$ cat config.mk
export PLATFORM = sky130hd
export DESIGN_NAME = duck_sprite_fetch
export DESIGN_NICKNAME = d
export VERILOG_FILES = /design/src/rtl/duck_pkg.sv /design/src/rtl/duck_anim_ctr.sv /design/src/rtl/duck_sprite_fetch.sv
export SDC_FILE = /design/constraint.sdc
export NUM_CORES = 1
export LEC_CHECK = 0
export ABC_AREA = 0
export BUFFER_PORTS_ARGS = -buffer_cell sky130_fd_sc_hd__buf_2
export CORE_MARGIN = 5
export CORE_UTILIZATION = 41
export DETAILED_ROUTE_END_ITERATION = 6
export PLACE_DENSITY_LB_ADDON = 0.05
export SKIP_LAST_GASP = 1
export SYNTH_ARGS = -nofsm -noshare
export SYNTH_HDL_FRONTEND = slang
export SYNTH_SLANG_ARGS = --single-unit
$ cat constraint.sdc
create_clock -name Clk -period 6.2 [get_ports Clk]
set_clock_uncertainty 0.15 [all_clocks]
set_input_delay 0.31 -clock Clk [delete_from_list [all_inputs] [get_ports Clk]]
set_output_delay 0.31 -clock Clk [all_outputs]
set_load 0.02 [all_outputs]
$ cat src/rtl/duck_pkg.sv
// rtl/duck_pkg.sv - shared sprite geometry and datapath widths for the duck sprite fetcher
package duck_pkg;
  localparam int SPRITE_W   = 20;
  localparam int SPRITE_H   = 20;
  localparam int NUM_FRAMES = 3;
  localparam int ADDR_W     = 19;
  localparam int IDX_W      = 3;
  localparam int COORD_W    = 10;
  localparam int FRAME_W    = 2;
endpackage

$ cat src/rtl/duck_anim_ctr.sv
// rtl/duck_anim_ctr.sv - animation divider and frame counter, advanced on frame_start
module duck_anim_ctr #(
  parameter int NUM_FRAMES = duck_pkg::NUM_FRAMES,
  parameter int ANIM_DIV   = 8
) (
  input  logic                         Clk,
  input  logic                         Reset_n,
  input  logic                         frame_start,
  input  logic                         anim_en,
  output logic [duck_pkg::FRAME_W-1:0] cur_frame
);
  import duck_pkg::*;

  localparam int DIV_W = (ANIM_DIV > 1) ? $clog2(ANIM_DIV) : 1;

  logic [DIV_W-1:0] div_q;

  always_ff @(posedge Clk or negedge Reset_n) begin
    if (!Reset_n) begin
      div_q     <= '0;
      cur_frame <= '0;
    end else if (frame_start && anim_en) begin
      if (div_q == DIV_W'(ANIM_DIV - 1)) begin
        div_q     <= '0;
        cur_frame <= (cur_frame == FRAME_W'(NUM_FRAMES - 1)) ? '0 : cur_frame + 1'b1;
      end else begin
        div_q <= div_q + 1'b1;
      end
    end
  end
endmodule

$ cat src/rtl/duck_sprite_fetch.sv
// rtl/duck_sprite_fetch.sv - 3-stage sprite hit test, RAM address and palette pipeline
// Optional horizontal mirroring via `define DUCK_SPRITE_HFLIP_EN (adds the flip input).
module duck_sprite_fetch #(
  parameter int SPRITE_W   = duck_pkg::SPRITE_W,
  parameter int SPRITE_H   = duck_pkg::SPRITE_H,
  parameter int NUM_FRAMES = duck_pkg::NUM_FRAMES,
  parameter int ANIM_DIV   = 8
) (
  input  logic                         Clk,
  input  logic                         Reset_n,
  input  logic                         frame_start,
  input  logic                         pix_valid,
  input  logic [duck_pkg::COORD_W-1:0] DrawX,
  input  logic [duck_pkg::COORD_W-1:0] DrawY,
  input  logic [duck_pkg::COORD_W-1:0] sprite_x,
  input  logic [duck_pkg::COORD_W-1:0] sprite_y,
  input  logic                         sprite_en,
  input  logic                         anim_en,
`ifdef DUCK_SPRITE_HFLIP_EN
  input  logic                         flip,
`endif
  input  logic [4:0]                   ram_data,
  output logic [duck_pkg::ADDR_W-1:0]  read_address,
  output logic                         out_valid,
  output logic                         out_hit,
  output logic [duck_pkg::IDX_W-1:0]   out_index,
  output logic [duck_pkg::FRAME_W-1:0] cur_frame
);
  import duck_pkg::*;

  localparam int FRAME_SIZE = SPRITE_W * SPRITE_H;

  logic [COORD_W-1:0] sx_q, sy_q;
  logic               en_q;
  logic               flip_q;

  // Shadow copies update on the frame_start edge, so the coinciding pixel still sees old values.
  always_ff @(posedge Clk or negedge Reset_n) begin
    if (!Reset_n) begin
      sx_q <= '0;
      sy_q <= '0;
      en_q <= 1'b0;
    end else if (frame_start) begin
      sx_q <= sprite_x;
      sy_q <= sprite_y;
      en_q <= sprite_en;
    end
  end

`ifdef DUCK_SPRITE_HFLIP_EN
  always_ff @(posedge Clk or negedge Reset_n) begin
    if (!Reset_n)
      flip_q <= 1'b0;
    else if (frame_start)
      flip_q <= flip;
  end
`else
  assign flip_q = 1'b0;
`endif

  duck_anim_ctr #(
    .NUM_FRAMES (NUM_FRAMES),
    .ANIM_DIV   (ANIM_DIV)
  ) u_anim (
    .Clk         (Clk),
    .Reset_n     (Reset_n),
    .frame_start (frame_start),
    .anim_en     (anim_en),
    .cur_frame   (cur_frame)
  );

  // 11-bit compares keep sx+SPRITE_W from wrapping back onto the left screen edge.
  logic [COORD_W:0] x11, y11, sx11, sy11;
  logic             in_x, in_y, hit1;

  assign x11  = {1'b0, DrawX};
  assign y11  = {1'b0, DrawY};
  assign sx11 = {1'b0, sx_q};
  assign sy11 = {1'b0, sy_q};
  assign in_x = (x11 >= sx11) && (x11 < sx11 + (COORD_W+1)'(SPRITE_W));
  assign in_y = (y11 >= sy11) && (y11 < sy11 + (COORD_W+1)'(SPRITE_H));
  assign hit1 = pix_valid & en_q & in_x & in_y;

  logic [ADDR_W-1:0] row, col_raw, col, base, offset, next_addr;

  assign row       = ADDR_W'(DrawY - sy_q);
  assign col_raw   = ADDR_W'(DrawX - sx_q);
  assign col       = flip_q ? (ADDR_W'(SPRITE_W - 1) - col_raw) : col_raw;
  assign base      = ADDR_W'(FRAME_SIZE * int'(cur_frame));
  assign offset    = row * ADDR_W'(SPRITE_W) + col;
  assign next_addr = hit1 ? (base + offset) : base;

  logic             v1_q, h1_q, v2_q, h2_q;
  logic [IDX_W-1:0] pix_idx;
  logic             opaque;
  logic             unused_ram_bits;

  assign pix_idx         = ram_data[IDX_W-1:0];
  assign opaque          = h2_q && (pix_idx != '0);
  assign unused_ram_bits = ^ram_data[4:3];

  always_ff @(posedge Clk or negedge Reset_n) begin
    if (!Reset_n) begin
      read_address <= '0;
      v1_q         <= 1'b0;
      h1_q         <= 1'b0;
      v2_q         <= 1'b0;
      h2_q         <= 1'b0;
      out_valid    <= 1'b0;
      out_hit      <= 1'b0;
      out_index    <= '0;
    end else begin
      read_address <= next_addr;
      v1_q         <= pix_valid;
      h1_q         <= hit1;
      v2_q         <= v1_q;
      h2_q         <= h1_q;
      out_valid    <= v2_q;
      out_hit      <= opaque;
      out_index    <= opaque ? pix_idx : '0;
    end
  end
endmodule

Yosys cells after proc, flatten, opt, wreduce, memory -nomap -nowiden
Cells that the tools add are included.

storage, ports and cells
  register bits after elaboration = 54
  input port bits = 51
  output and inout bits = 26
  logic and storage cells = 42

operators by class
  $add $sub $neg = 8
  multipliers = 2
  magnitude comparators = 4
  equality and inequality tests = 2
  mux-type cells = 4
  bitwise gates (word level) = 3
  reduce and logical (&&, ||, !) cells = 6

operators with widths
  kind                   number
  $add 10x5->11 const B  2
  $lt 10x11->1           2
  $sub 10x10->11         2
  $ge 10x10->1           2
  $add 11x19->19         1
  $add 19x19->19         1
  $mul 19x3->17 const B  1
  $mux 19                1
  $mul 5x2->7 const A    1
  $mux 3                 2
  $logic_and 1x1->1      4
  $add 3x1->3 const B    1
  $and 1x1->1            3
  $eq 3x3->1 const B     1
  $reduce_bool 3->1      1
  $add 2x1->2 const B    1
  $eq 2x2->1 const B     1
  $mux 2                 1
  $reduce_and 2->1       1

Longest topological paths before layout
  depth after elaboration = 6
  gate-level depth with buffers = 27
  mapped depth without buffers = 27

By module
A second synthesis with hierarchy kept.

unflattened totals
  cells, all modules = 525
  area, all modules = 4898.4 µm²

modules (own cells, without submodules)
  module             times used  cells each  area each (µm²)  seq. area each (µm²)
  duck_sprite_fetch  1           508         4668.2           1226.2
  duck_anim_ctr      1           17          230.2            125.1

Worst setup path after synthesis
No wires, ideal clock.

  kind = input -> register
  from = in DrawY[0] in the netlist's numbering
  to = reg read_address[18] in the netlist's numbering
  setup time = 0.123 ns
  arrival = 4.888 ns
  required time = 5.927 ns
  slack = 1.038 ns
  stages on the path = 24
  path buffers = 0
  path through = inv_1 ha_1 inv_1 fa_1 a211oi_1 o21bai_1 a21oi_1 xor2_1 xnor2_1 ha_1 o21ai_0 o21ai_1 a21oi_1 nor2b_1 o41a_1 or2_2 xor2_1 ha_1 ha_1 a21o_1 a221oi_1 o2bb2ai_1 nand3b_1 mux2i_1

between the ends
  word-level cells in the longest chain between the ends = 5
  elaborated cells between the ends (all ways) = 9
  those cells by class = add/sub: 3; mul: 1; order compare: 2; mux: 1; bitwise: 1; reduce/logical: 1

RTL lines
  what                    RTL line                  text
  start: declaration      duck_sprite_fetch.sv:14   input logic [duck_pkg::COORD_W-1:0] DrawY,
  $sub 10x10->11          duck_sprite_fetch.sv:86   assign row = ADDR_W'(DrawY - sy_q);
  $mul 19x3->17           duck_sprite_fetch.sv:90   assign offset = row * ADDR_W'(SPRITE_W) + col;
  $add 19x19->19          duck_sprite_fetch.sv:90
  $add 11x19->19          duck_sprite_fetch.sv:91   assign next_addr = hit1 ? (base + offset) : base;
  $mux 19 *               duck_sprite_fetch.sv:91
  via next_addr[18]       duck_sprite_fetch.sv:84   logic [ADDR_W-1:0] row, col_raw, col, base, offset, next_addr;
  end signal: assignment  duck_sprite_fetch.sv:113  read_address <= next_addr;
  end: declaration        duck_sprite_fetch.sv:23   output logic [duck_pkg::ADDR_W-1:0] read_address,

The timed path passes the listed nets; every way through them passes the cells marked *.
A chain may end at the register's enable or synchronous reset.

Final worst setup path
  from = reg sy_q[0]
  to = reg read_address[18] in the netlist's numbering

between the ends
  word-level cells in the longest chain between the ends = 5
  elaborated cells between the ends (all ways) = 10
  those cells by class = add/sub: 4; mul: 1; order compare: 2; mux: 1; bitwise: 1; reduce/logical: 1

RTL lines
  what                                                 RTL line                                          text
  start: declaration                                   duck_sprite_fetch.sv:33                           logic [COORD_W-1:0] sx_q, sy_q;
  start signal: assignment                             duck_sprite_fetch.sv:45                           sy_q <= sprite_y;
  $sub 10x10->11 or $add 10x5->11 (tied branches)      duck_sprite_fetch.sv:86, duck_sprite_fetch.sv:81
  $mul 19x3->17 or $lt 10x11->1 (tied branches)        duck_sprite_fetch.sv:90, duck_sprite_fetch.sv:81
  $add 19x19->19 or $logic_and 1x1->1 (tied branches)  duck_sprite_fetch.sv:90, duck_sprite_fetch.sv:81
  $add 11x19->19 or $and 1x1->1 (tied branches)        duck_sprite_fetch.sv:91, duck_sprite_fetch.sv:82
  $mux 19 *                                            duck_sprite_fetch.sv:91
  via next_addr[18]                                    duck_sprite_fetch.sv:84

Marked as above.

==> key figures <==
Timing
  – Fmax: 178 MHz
  – Setup-failing EPs final: 0
  – Final hold slack: -18.1 ps
  – Slew headroom: 54.1%
  – Final period utilization: 90.4%
  – Unrepaired setup endpoints after global routing: false
  – Tightest Pin Transition: 689 ps
  – Fin. Hold Viols: 27
  – Fin crit period: 5610 ps
  – Total negative slack: 0 ps
  – Max Slew Vio Count: 0

Setup path
  – Crit Path Class: reg2reg
  – CP Data Arrival Time: 5640 ps
  – Worst r2r src: sy_q[0]
  – Reg2Reg Depth: 23
  – Worst reg2reg setup slack: 590 ps
  – Maximum fanout along the worst path: 4
  – Req. time, crit path: 6230 ps
  – Critical Path Source Type: register
  – Critical path destination: read_address[18]
  – Crit. End Element: register
  – RR Endpoint: read_address[18]
  – Crit. Startpoint: sy_q[0]

CTS
  – Cts repair resizes: 0
  – Worst skew pair latency: 300 ps
  – Post CTS Setup Buffer Count: 0
  – Root buffer cell: clkbuf_16
  – CTS Hold Bufs: 1
  – Longest Clk Path Bufs: 2
  – CTS tree: yes
  – Clk sinks: 54
  – Inserted Clock Buffers: 5
  – CTS H-tree depth: 2
  – Clock transition at path regs: 70 ps

Routing
  – Post-DRT Antenna Nets: 0
  – Routed vias: 3810
  – DR vias/cell: 5.02
  – Starting DRT DRC Count: 131
  – # DRC: 0
  – TritonRoute pass-1 iters: 4
  – DRT Wirelength: 10.4 mm
  – Wire per inst: 13.7 um

Power
  – Power per cell area: 514 nW/um^2
  – Static leakage: 2.92 nW
  – Worst VDD drop: 0.000210 V

Yosys
  – Mapped Avg Cell Area: 9.29 um^2
  – Largest area contributor in the netlist: dfrtp_1
  – Netlist cell types: 59
  – Yosys warns: 0
  – Most frequent cell after synthesis: ha_1
  – Mapped cell area: 4970 um^2
  – Register area share after synthesis: 27.2%
  – Most frequent cells after synthesis: 85 x ha_1, 56 x inv_1, 54 x dfrtp_1, 41 x o21ai_0, 35 x nand2_1
  – Share of the synthesized area in the top cell type: 27.2%
  – Asr flop ratio synth: 100%
  – Main synth FF type: dfrtp_1
  – Largest cells by area after synthesis: dfrtp_1 27%, ha_1 21%, xnor2_1 5.8%, inv_1 4.2%, o21ai_0 4.1%
  – Post-synth EDFFs: 0
  – Post-Syn Nets: 681
  – Yosys reg bits: 54
  – Post-synthesis cell count: 535

Floorplan
  – Core ar.: 12000 um^2
  – Height of the die: 120 um
  – Die area: 14400 um^2
  – FP Rows: 40
  – Initial Utilization: 41.6%
  – Die Wd: 120 um
  – I/O pins: 77

Cells and area
  – Area grow syn2layout: 14.1%
  – Fillers: 1190
  – Layout cell share with drive strength beyond 1: 16.3%
  – Diode count: 0
  – Final design utilization: 47.4%
  – Post-route cell area: 5680 um^2
  – Fin cells: 759
  – Final nets: 757

Placement
  – Placed Cells: 750
  – Post-DP HPWL: 8.68 mm
  – Post-DP Area: 5500 um^2
  – Count of input and output buffers: 74
  – GPL Wtd Cong: 0.851

Run status
  – Failing checks: hold timing
  – Status: finished with violations

GRT
  – GRT overflow: 0
  – Vias in the first global route: 3840
  – Largest net degree at the start of global routing: 55
  – Initial antenna violation count: 0
  – Global-route wire length before repair: 18.0 mm
  – GRT Util Overall: 15.2%

Flow run
  – MaxCap Viol Count: 0

Hold path
  – Tightest Hold Check Type: in2async
==> layout by cell type (no fill, tap or decap), types with 7 or more instances in the layout <==
master / n
nor2b_1: 10
a21oi_1: 32
xor2_1: 20
fa_1: 10
nand3_1: 11
ha_1: 85
buf_2: 74
a211oi_1: 8
mux2_2: 7
xnor2_1: 33
a21o_1: 12
dfrtp_1: 54
nor2_1: 30
o21ai_0: 41
nor3_1: 8
inv_1: 56
nand2_1: 35
o21a_1: 8
==> logic make-up (layout without fill, tap and decap cells) <==
group / after synthesis / after routing / share of synthesized area (%)
DFF: 54 / 54 / 27.2
buffers and inverters: 64 / 141 / 5.01
xor gates and xnor gates: 54 / 54 / 9.79
and+or+nand+nor: 122 / 122 / 12.1
muxes: 14 / 14 / 3.10
AOI/OAI and AO/OA: 132 / 132 / 17.5
adders and majority gates: 95 / 95 / 25.4
==> routing by layer <==
metal | vias up | wire, um | track usage (%)
li1 | 2023 | - | -
met1 | 1711 | 5020 | 20.0
met2 | 65 | 4780 | 25.4
met3 | 11 | 463 | 3.49
met4 | 0 | 125 | 3.65
met5 | - | 0 | 0
==> critical path, cell delays in order (launching register included) <==
cell and delay, ps:
dfrtp_1 350, ha_1 190, inv_1 70, fa_1 420, a211oi_1 260, o21bai_1 150, a21oi_1 280, xor2_1 250
xnor2_1 110, ha_1 350, o21ai_0 90, o21ai_1 80, a21oi_1 220, nor2b_1 130, o41a_1 350, or2_2 290
xor2_1 150, ha_1 280, ha_1 350, a21o_1 180, a221oi_1 410, o2bb2ai_1 190, nand3b_1 130, mux2i_1 70
==> state kept, by name, summed over array words and instances, names as in the netlist <==
register          flops
out_index             3
v1_q                  1
h2_q                  1
sy_q                 10
out_valid             1
u_anim.cur_frame      2
out_hit               1
read_address         19
u_anim.div_q          3
en_q                  1
v2_q                  1
h1_q                  1
sx_q                 10
==> worst min path at each step <==
stage          depth (start not counted)     from         endpoint
2_1_floorplan                          0  Reset_n             en_q
3_3_place_gp                           0     h1_q             h2_q
3_5_place_dp                           0     h1_q             h2_q
4_1_cts                                2  Reset_n  read_address[6]
5_1_grt                                2  Reset_n  read_address[5]
6_report                               2  Reset_n  read_address[6]
==> report_power, final <==
group          switching (W)  internal, W  total [W]
clock               0.000126     0.000191   0.000317
combinational        0.00119     0.000975    0.00217
sequential         0.0000314     0.000403   0.000434
==> metrics by stage <==
step	total power [W]	setup WS [ps]	hold slack, ps
floorplan	0.00221	1040	-136
global placement	0.00259	541	184
detailed placement	0.00261	520	187
CTS	0.00296	579	15.0
global route	0.00326	120	62.8
finish	0.00292	594	-18.1
==> layout make-up <==
cell class / instances / area (um^2) / share of cell area [%]
multi-input combinational: 417 / 3370 / 59.4
clock inverter: 1 / 30.0 / 0.529
tap: 147 / 184 / 3.24
sequential: 54 / 1350 / 23.8
timing repair buffer: 77 / 395 / 6.97
clock buffer: 7 / 133 / 2.34
inverter: 56 / 210 / 3.70
Power figures use the tool's default switching activity.
